**config.mk**
```make
export PLATFORM = sky130hd
export DESIGN_NAME = viterbi_link_sequencer
export DESIGN_NICKNAME = d
export VERILOG_FILES = /design/src/rtl/viterbi_link_pkg.sv /design/src/rtl/viterbi_link_sequencer_ref_delay.sv /design/src/rtl/viterbi_link_sequencer.sv
export SDC_FILE = /design/constraint.sdc
export NUM_CORES = 1
export LEC_CHECK = 0
export CORE_MARGIN = 2
export CORE_UTILIZATION = 55
export CTS_BUF_LIST = sky130_fd_sc_hd__clkbuf_16
export CTS_CLUSTER_DIAMETER = 50
export DETAILED_ROUTE_END_ITERATION = 16
export GPL_ROUTABILITY_DRIVEN = 1
export PLACE_DENSITY = 0.77
export SKIP_CTS_REPAIR_TIMING = 1
export SLEW_MARGIN = 10
export SYNTH_ARGS = -nofsm -noshare
export SYNTH_HDL_FRONTEND = slang
export SYNTH_SLANG_ARGS = --single-unit
```
**constraint.sdc**
```tcl
create_clock -name clk -period 2.6 [get_ports clk]
set_input_delay 0.26 -clock clk [delete_from_list [all_inputs] [get_ports clk]]
set_output_delay 0.26 -clock clk [all_outputs]
set_load 0.005 [all_outputs]
```
**src/rtl/viterbi_link_pkg.sv**
```systemverilog
// viterbi_link_pkg: shared states, LFSR constants and helpers for the link sequencer
package viterbi_link_pkg;
    typedef enum logic [2:0] {IDLE, RUN, FLUSH, DRAIN, DONE} state_t;
    // Fibonacci taps 16,14,13,11 on a right-shifting register map to bits 0,2,3,5
    localparam logic [15:0] LFSR_TAPS = 16'h002D;
    localparam logic [15:0] DEFAULT_SEED = 16'hACE1;
    function automatic logic [15:0] lfsr_step(input logic [15:0] l);
        return {^(l & LFSR_TAPS), l[15:1]};
    endfunction
    function automatic logic [15:0] sat_inc(input logic [15:0] v);
        return (v == 16'hFFFF) ? v : v + 16'd1;
    endfunction
endpackage

```
**src/rtl/viterbi_link_sequencer_ref_delay.sv**
```systemverilog
// viterbi_ref_delay: LAT-deep {valid,bit} shift register aligning source bits with decoder output
module viterbi_ref_delay #(
    parameter int LAT = 40
) (
    input  logic clk,
    input  logic rst,
    input  logic clr,
    input  logic in_vld,
    input  logic in_bit,
    output logic out_vld,
    output logic out_bit
);
    logic [LAT-1:0] vld_sr, bit_sr;
    always_ff @(posedge clk or negedge rst) begin
        if (!rst) begin
            vld_sr <= '0;
            bit_sr <= '0;
        end else if (clr) begin
            vld_sr <= '0;
            bit_sr <= '0;
        end else begin
            vld_sr <= {vld_sr[LAT-2:0], in_vld};
            bit_sr <= {bit_sr[LAT-2:0], in_bit};
        end
    end
    assign out_vld = vld_sr[LAT-1];
    assign out_bit = bit_sr[LAT-1];
endmodule

```
**src/rtl/viterbi_link_sequencer.sv**
```systemverilog
// viterbi_link_sequencer: run controller for encoder -> burst channel -> Viterbi decoder link tests
module viterbi_link_sequencer
    import viterbi_link_pkg::*;
#(
    parameter int FRAME_LEN  = 256,
    parameter int TAIL_LEN   = 8,
    parameter int LAT        = 40,
    parameter int BURST_LOG2 = 5,
    parameter int BURST_LEN  = 4
) (
    input  logic        clk,
    input  logic        rst,
    input  logic        start_i,
    input  logic [15:0] seed_i,
    input  logic        burst_en_i,
    output logic        enc_bit_o,
    output logic        enc_en_o,
    input  logic [1:0]  enc_sym_i,
    input  logic        enc_vld_i,
    output logic [1:0]  chan_sym_o,
    output logic        dec_en_o,
    input  logic        dec_bit_i,
    output logic        busy_o,
    output logic        done_o,
    output logic [15:0] bit_err_ct_o,
    output logic [15:0] inj_ct_o
);
    localparam logic [BURST_LOG2-1:0] THR = BURST_LOG2'((2**BURST_LOG2) - BURST_LEN);
    state_t      state_q, state_d;
    logic [15:0] cnt, lfsr;
    logic        burst_q, inj_q, accept, ref_vld, ref_bit;
    assign accept    = start_i && (state_q == IDLE);
    assign busy_o    = state_q inside {RUN, FLUSH, DRAIN};
    assign enc_en_o  = state_q inside {RUN, FLUSH};
    assign enc_bit_o = (state_q == RUN) && lfsr[0];
    assign done_o    = state_q == DONE;
    always_comb begin
        state_d = state_q;
        unique case (state_q)
            IDLE:  state_d = start_i ? RUN : IDLE;
            RUN:   state_d = (cnt == 16'(FRAME_LEN - 1)) ? FLUSH : RUN;
            FLUSH: state_d = (cnt == 16'(TAIL_LEN - 1)) ? DRAIN : FLUSH;
            DRAIN: state_d = (cnt == 16'(LAT - 1)) ? DONE : DRAIN;
            DONE:  state_d = IDLE;
            default: state_d = IDLE;
        endcase
    end
    always_ff @(posedge clk or negedge rst) begin
        if (!rst) begin
            state_q      <= IDLE;
            cnt          <= '0;
            lfsr         <= '0;
            burst_q      <= 1'b0;
            inj_q        <= 1'b0;
            chan_sym_o   <= '0;
            dec_en_o     <= 1'b0;
            bit_err_ct_o <= '0;
            inj_ct_o     <= '0;
        end else begin
            state_q  <= state_d;
            cnt      <= (state_d != state_q || state_q == IDLE) ? '0 : cnt + 16'd1;
            lfsr     <= accept ? ((seed_i == 16'd0) ? DEFAULT_SEED : seed_i)
                      : (state_q == RUN) ? lfsr_step(lfsr) : lfsr;
            burst_q  <= accept ? burst_en_i : burst_q;
            // one-cycle hold matches the registered encoder so the flag meets its own symbol
            inj_q    <= (state_q == RUN) && burst_q && (BURST_LEN != 0) && (cnt[BURST_LOG2-1:0] >= THR);
            chan_sym_o <= enc_sym_i ^ {inj_q && enc_vld_i, 1'b0};
            dec_en_o <= enc_vld_i;
            inj_ct_o <= accept ? '0 : (inj_q && enc_vld_i) ? sat_inc(inj_ct_o) : inj_ct_o;
            bit_err_ct_o <= accept ? '0
                          : (ref_vld && (ref_bit != dec_bit_i)) ? sat_inc(bit_err_ct_o) : bit_err_ct_o;
        end
    end
    viterbi_ref_delay #(.LAT(LAT)) u_ref (
        .clk     (clk),
        .rst     (rst),
        .clr     (accept),
        .in_vld  (state_q == RUN),
        .in_bit  (enc_bit_o),
        .out_vld (ref_vld),
        .out_bit (ref_bit)
    );
endmodule

```
# Word level (Yosys, flattened, before mapping)
# Index checks and enable logic that the tools add are counted.
word_totals:
  latch_bits: 0
  wordCells: 63
  rom_bits: 0
  out_inout_bits: 39
  ramBits: 0
  register_bits: 152
  memories: 0
op_classes:
  mul: 0
  n_mux: 17
  n_shift: 0
  order_cmp: 1
  n_reduce_logical: 17
  bitwise: 1
  n_div: 0
  eq_ne: 13
  n_addsub: 3
op_table:
  columns: ["operator", "n"]
  rows:
  - ["16-bit two-way mux", 10]
  - ["40-bit two-way mux", 2]
  - ["16-bit by 1-bit adder with 16-bit output, second input constant", 3]
  - ["16-bit equality test, second input constant", 2]
  - ["16-bit by 3-bit equality test with 1-bit output, second input constant", 1]
  - ["16-bit by 6-bit equality test with 1-bit output, second input constant", 1]
  - ["16-bit by 8-bit equality test with 1-bit output, second input constant", 1]
  - ["16-bit logical NOT", 1]
  - ["16-bit parity", 1]
  - ["3-bit case mux with 4 select lines", 1]
  - ["2-bit nonzero test", 4]
  - ["3-bit by 2-bit equality test with 1-bit output, second input constant", 2]
  - ["1-bit logical AND", 6]
  - ["5-bit >= comparator, second input constant", 1]
  - ["2-bit != test, second input constant", 2]
  - ["2-bit AND reduction", 2]
  - ["3-bit by 1-bit equality test with 1-bit output, second input constant", 1]
  - ["3-bit equality test, second input constant", 1]
  - ["3-bit logical NOT", 1]
  - ["3-bit two-way mux", 1]
  - ["3-bit != test", 1]
  - ["3-bit nonzero test", 1]
  - ["1-bit two-way mux", 2]
  - ["2-bit two-way mux", 1]
  - ["3 further kinds", 3]

# Logic depth before layout (Yosys ltp)
logic_depth:
  depth_word: 6
  mapped_depth: 7

# Cells and area by module
# A second synthesis with hierarchy kept.
hier_totals:
  hier_cells: 566
  hier_area_um2: 6387.4
by_module_without_submodules:
  columns: ["mod", "cells_each", "n_inst", "area_each_um2"]
  rows:
  - ["viterbi_link_sequencer", 398, 1, 3844.9]
  - ["viterbi_ref_delay", 168, 1, 2542.4]

# Least setup slack after synthesis
# Ideal clock, no wire load.
synth_path:
  path_kind: "reg2reg"
  startpoint: "reg cnt[12]"
  endpoint: "reg cnt[10]"
  arrival_ps: 1816
  setup_time_ps: 119
  setup_slack_ps: 665
  n_path_buf: 1
  path_stages_with_launch: 6
  t_required_ps: 2481
  path_cell_list: "dfrtp_1 > or4_4 > o41ai_2 > a221o_2 > buf_8 > nor2_2"
synth_between:
  elab_chain_len: 6
  elab_cells_between_ends: 10
  cone_classes: "4 x eq/ne; 5 x mux; 1 x reduce/logical"
synth_rtl:
  columns: ["element", "line", "source"]
  rows:
  - ["start: declaration", "viterbi_link_sequencer.sv:30", "logic [15:0] cnt, lfsr;"]
  - ["start signal: assignment", "viterbi_link_sequencer.sv:61", "cnt <= (state_d != state_q || state_q == IDLE) ? '0 : cnt + 16'd1;"]
  - ["16-bit by 6-bit equality test with 1-bit output, or another cell as far along", "viterbi_link_sequencer.sv:43", "DRAIN: state_d = (cnt == 16'(LAT - 1)) ? DONE : DRAIN;"]
  - ["3-bit two-way mux, or another cell as far along", "viterbi_link_sequencer.sv:43", null]
  - ["3-bit case mux with 4 select lines (*)", "viterbi_link_sequencer.sv:39", "unique case (state_q)"]
  - ["3-bit != test (*)", "viterbi_link_sequencer.sv:61", null]
  - ["1-bit logical OR (*)", "viterbi_link_sequencer.sv:61", null]
  - ["16-bit two-way mux (*)", "viterbi_link_sequencer.sv:61", null]
# Every way passes the cells marked *; elsewhere a longest branch is shown, timed or not.
# A chain may end at the register's enable or synchronous reset.

# Worst setup path in the final report
layout_path:
  startpoint: "reg state_q[2]"
  endpoint: "out enc_bit_o"
layout_between:
  elab_chain_len: 2
layout_rtl:
  columns: ["element", "line", "source"]
  rows:
  - ["start: declaration", "viterbi_link_sequencer.sv:29", "state_t state_q, state_d;"]
  - ["start signal: assignment", "viterbi_link_sequencer.sv:60", "state_q <= state_d;"]
  - ["3-bit by 1-bit equality test with 1-bit output", "viterbi_link_sequencer.sv:35", "assign enc_bit_o = (state_q == RUN) && lfsr[0];"]
  - ["1-bit logical AND", "viterbi_link_sequencer.sv:35", null]
  - ["end: declaration", "viterbi_link_sequencer.sv:16", "output logic enc_bit_o,"]
# Every way passes these cells.

==> metrics.txt <==
cts bufs inserted 17; gr ovfl total 0; Fin Setup TNS 0 ns; LEAKAGE about 0.0031 uW; number of library cell types mapped by synthesis 53; Net Count, Synth approximately 600; Compound-Gate Fraction of Synth Area 0.0823; Initial Util 0.566; HP Class input port to register; Die Y about 110 um; HPWL Detailed 7.90 mm; Inserted Diodes 0; max-cap viol count 0; Via-to-Cell Ratio 5.71; sequential-to-total area share from yosys stat 0.589; Worst Skew roughly 0.0069 ns; number of global-route vias before repair 4,541; WS Path Type register to output pin; synth top area cells dfrtp_1 (59%), nor2b_1 (7.6%), mux2i_1 (3.1%); CP Launch Type register; Avg Cell Area, Syn 11.3 um2; unrepaired setup endpoints after global routing no; Slew Limit Headroom 0.606; Synth Area in Adders 0.00775; Arrival @ worst endpoint 2.21 ns; Worst Path Max Fanout 10; Max Buffers Root-to-Sink 2; leading cell type by number of instances after synthesis dfrtp_1; # DRC 0; warnings from Yosys 0; Sw Ratio 0.222; mux contribution to synthesized area 0.0345; First-pass DRT Iterations 4; Synth top area share 0.589; Core Region 11,400 um2; Die Wd 112 um; Synth Instances 571; Critical Path Sink Type output pin; DR WL/cell between 15 and 20 um; filler instances 856; Int Pwr ~4800 uW; power density over the cells approximately 800 nW/um2; Layout Utilization 0.688; Yosys top cell by area dfrtp_1; Worst-path clk slew 0.06 ns; Routed Antenna Nets 0; CTS tree yes; Iter 0 DRT Violations 374; number of synthesized flops with an enable pin 0; Tot Pwr 6160 uW; synth cell count leaders dfrtp_1 (152), nor2b_1 (78), nand2_1 (36); Setup Viol. Count Final 0; first-pass GRT wire length between 20 and 25 mm; final worst-path cycle share 0.948; Peak VDD IR roughly 0.52 mV; Post-Synth XOR/XNOR Area 0.0217; Worst EP required between 2 and 2.5 ns; root cell of the clock tree clkbuf_16; gpl congestion around 0.85; die area 12,600 um2; Net Switching between 1000 and 1500 uW; I/O pins 63; Layout area overhead 21.7%; largest family of logic cells by synthesized area simple AND/OR/NAND/NOR gates; sequential power share 0.473; Peak Freq 0.406 GHz; Post-Syn Area 6460 um2; GRT Util Overall 0.217; CTS H-Tree Depth 4; largest net degree at the start of global routing 71; Via Count 4,508; initial antenna violation count 0; Synth Register Bits 152; Worst Hold Slack 0.292 ns; Final Net Count 661; final slew viol count 0; Async SR Flop Fraction 1.00; pre-CTS setup slack ~0.31 ns; Clock power frac 0.417; final worst setup slack 0.135 ns; crit path time final 2.47 ns; top_reg_cell synth dfrtp_1; Worst Max-Slew Pin Slew 0.590 ns; IO buf count 62; Worst-Skew Late Latency 0.41 ns; outcome finished, final reports clean; share of cells above drive strength 1 0.0991; WL final between 10 and 15 mm; clock sinks 152; Simple-Gate Fraction of Synth Area 0.239; logic gate share of total power 0.110; Rows 39; final hold vios 0
==> sequential cells by signal, indices dropped and copies added, names as in the netlist <==
name	count
burst_q	1
cnt	16
lfsr	16
u_ref.bit_sr	40
state_q	3
inj_q	1
u_ref.vld_sr	40
chan_sym_o	2
inj_ct_o	16
dec_en_o	1
bit_err_ct_o	16
==> worst max-delay path, cell delays in order, from the launching register on <==
cell	delay, ns
dfrtp_2	0.47
or3b_2	0.52
inv_2	0.14
and2_1	0.15
clkdlybuf4s50_1	0.51
==> placed cells by master, fill, tap and decap left out, types with 7 or more instances in the layout <==
| master | netlist | final |
|---|---|---|
| mux2i_1 | 20 | 20 |
| xnor2_1 | 7 | 7 |
| nand3_1 | 19 | 19 |
| nor2b_1 | 78 | 78 |
| inv_1 | 9 | 12 |
| buf_4 | 2 | 7 |
| nor2_2 | 10 | 10 |
| nand2_1 | 36 | 36 |
| or3_1 | 8 | 8 |
| clkdlybuf4s50_1 | 0 | 61 |
| and4_1 | 8 | 8 |
| or4_1 | 13 | 13 |
| dfrtp_1 | 152 | 150 |
| o21ai_0 | 19 | 19 |
| and3_1 | 11 | 11 |
| a2bb2oi_1 | 7 | 7 |
| o31ai_1 | 13 | 13 |
| clkbuf_16 | 0 | 17 |
| a21oi_1 | 25 | 25 |
| nor4_1 | 10 | 10 |
| nand4_1 | 17 | 17 |
| nor2_1 | 16 | 16 |
| xor2_1 | 9 | 9 |
==> stage by stage <==
| stage | instances | instance area (um2) |
|---|---|---|
| 4_1_cts | 788 | 7850 |
| 6_report | 789 | 7860 |
| 3_3_place_gp | 756 | 7230 |
| 3_5_place_dp | 756 | 7230 |
| 2_1_floorplan | 571 | 6460 |
| 5_1_grt | 789 | 7860 |
==> layout make-up <==
class	instances	area, um2	area share
inverters	9	33.8	0.00430
well taps	143	179	0.0228
clock inverters	15	193	0.0245
multi-input cells	381	2500	0.318
flip-flops and latches	152	3810	0.484
clock buffers	17	425	0.0541
repair buffers	72	724	0.0922
==> worst paths after layout <==
check	start	to	slack (ns)	cells after the start
min in group asynchronous	rst	bit_err_ct_o[14]	0.41	2
worst max-delay path	state_q[2]	enc_bit_o	0.13	4
worst min register to register	u_ref.bit_sr[0]	u_ref.bit_sr[1]	0.46	1
max in group asynchronous	rst	bit_err_ct_o[2]	1.46	3
worst min-delay path	enc_sym_i[0]	chan_sym_o[0]	0.29	1
worst max register to register	cnt[12]	cnt[3]	0.45	4
==> power groups by stage <==
| stage | Combinational (uW) | Sequential (uW) | Clock, uW |
|---|---|---|---|
| 2_1_floorplan | 433 | 2890 | 0 |
| 3_3_place_gp | 651 | 2940 | 0 |
| 3_5_place_dp | 678 | 2950 | 0 |
| 4_1_cts | 691 | 2910 | 2620 |
| 5_1_grt | 770 | 2960 | 2720 |
| 6_report | 677 | 2910 | 2570 |
==> logic make-up after synthesis <==
kind of cell,Yosys count
fa+ha+maj,4
buf+inv,38
compound gates,82
mux,22
flops,152
simple gates,257
xor+xnor,16
==> per-layer routing <==
layer	wire, um	global-route usage	up-vias	part of all wire
met5	0	0	-	0
met4	93	0.0764	0	0.0073
met3	543	0.0529	8	0.043
met2	6230	0.335	111	0.49
met1	5800	0.305	2241	0.46
li1	-	-	2148	-
No activity file was read; power rests on OpenSTA's default activity.
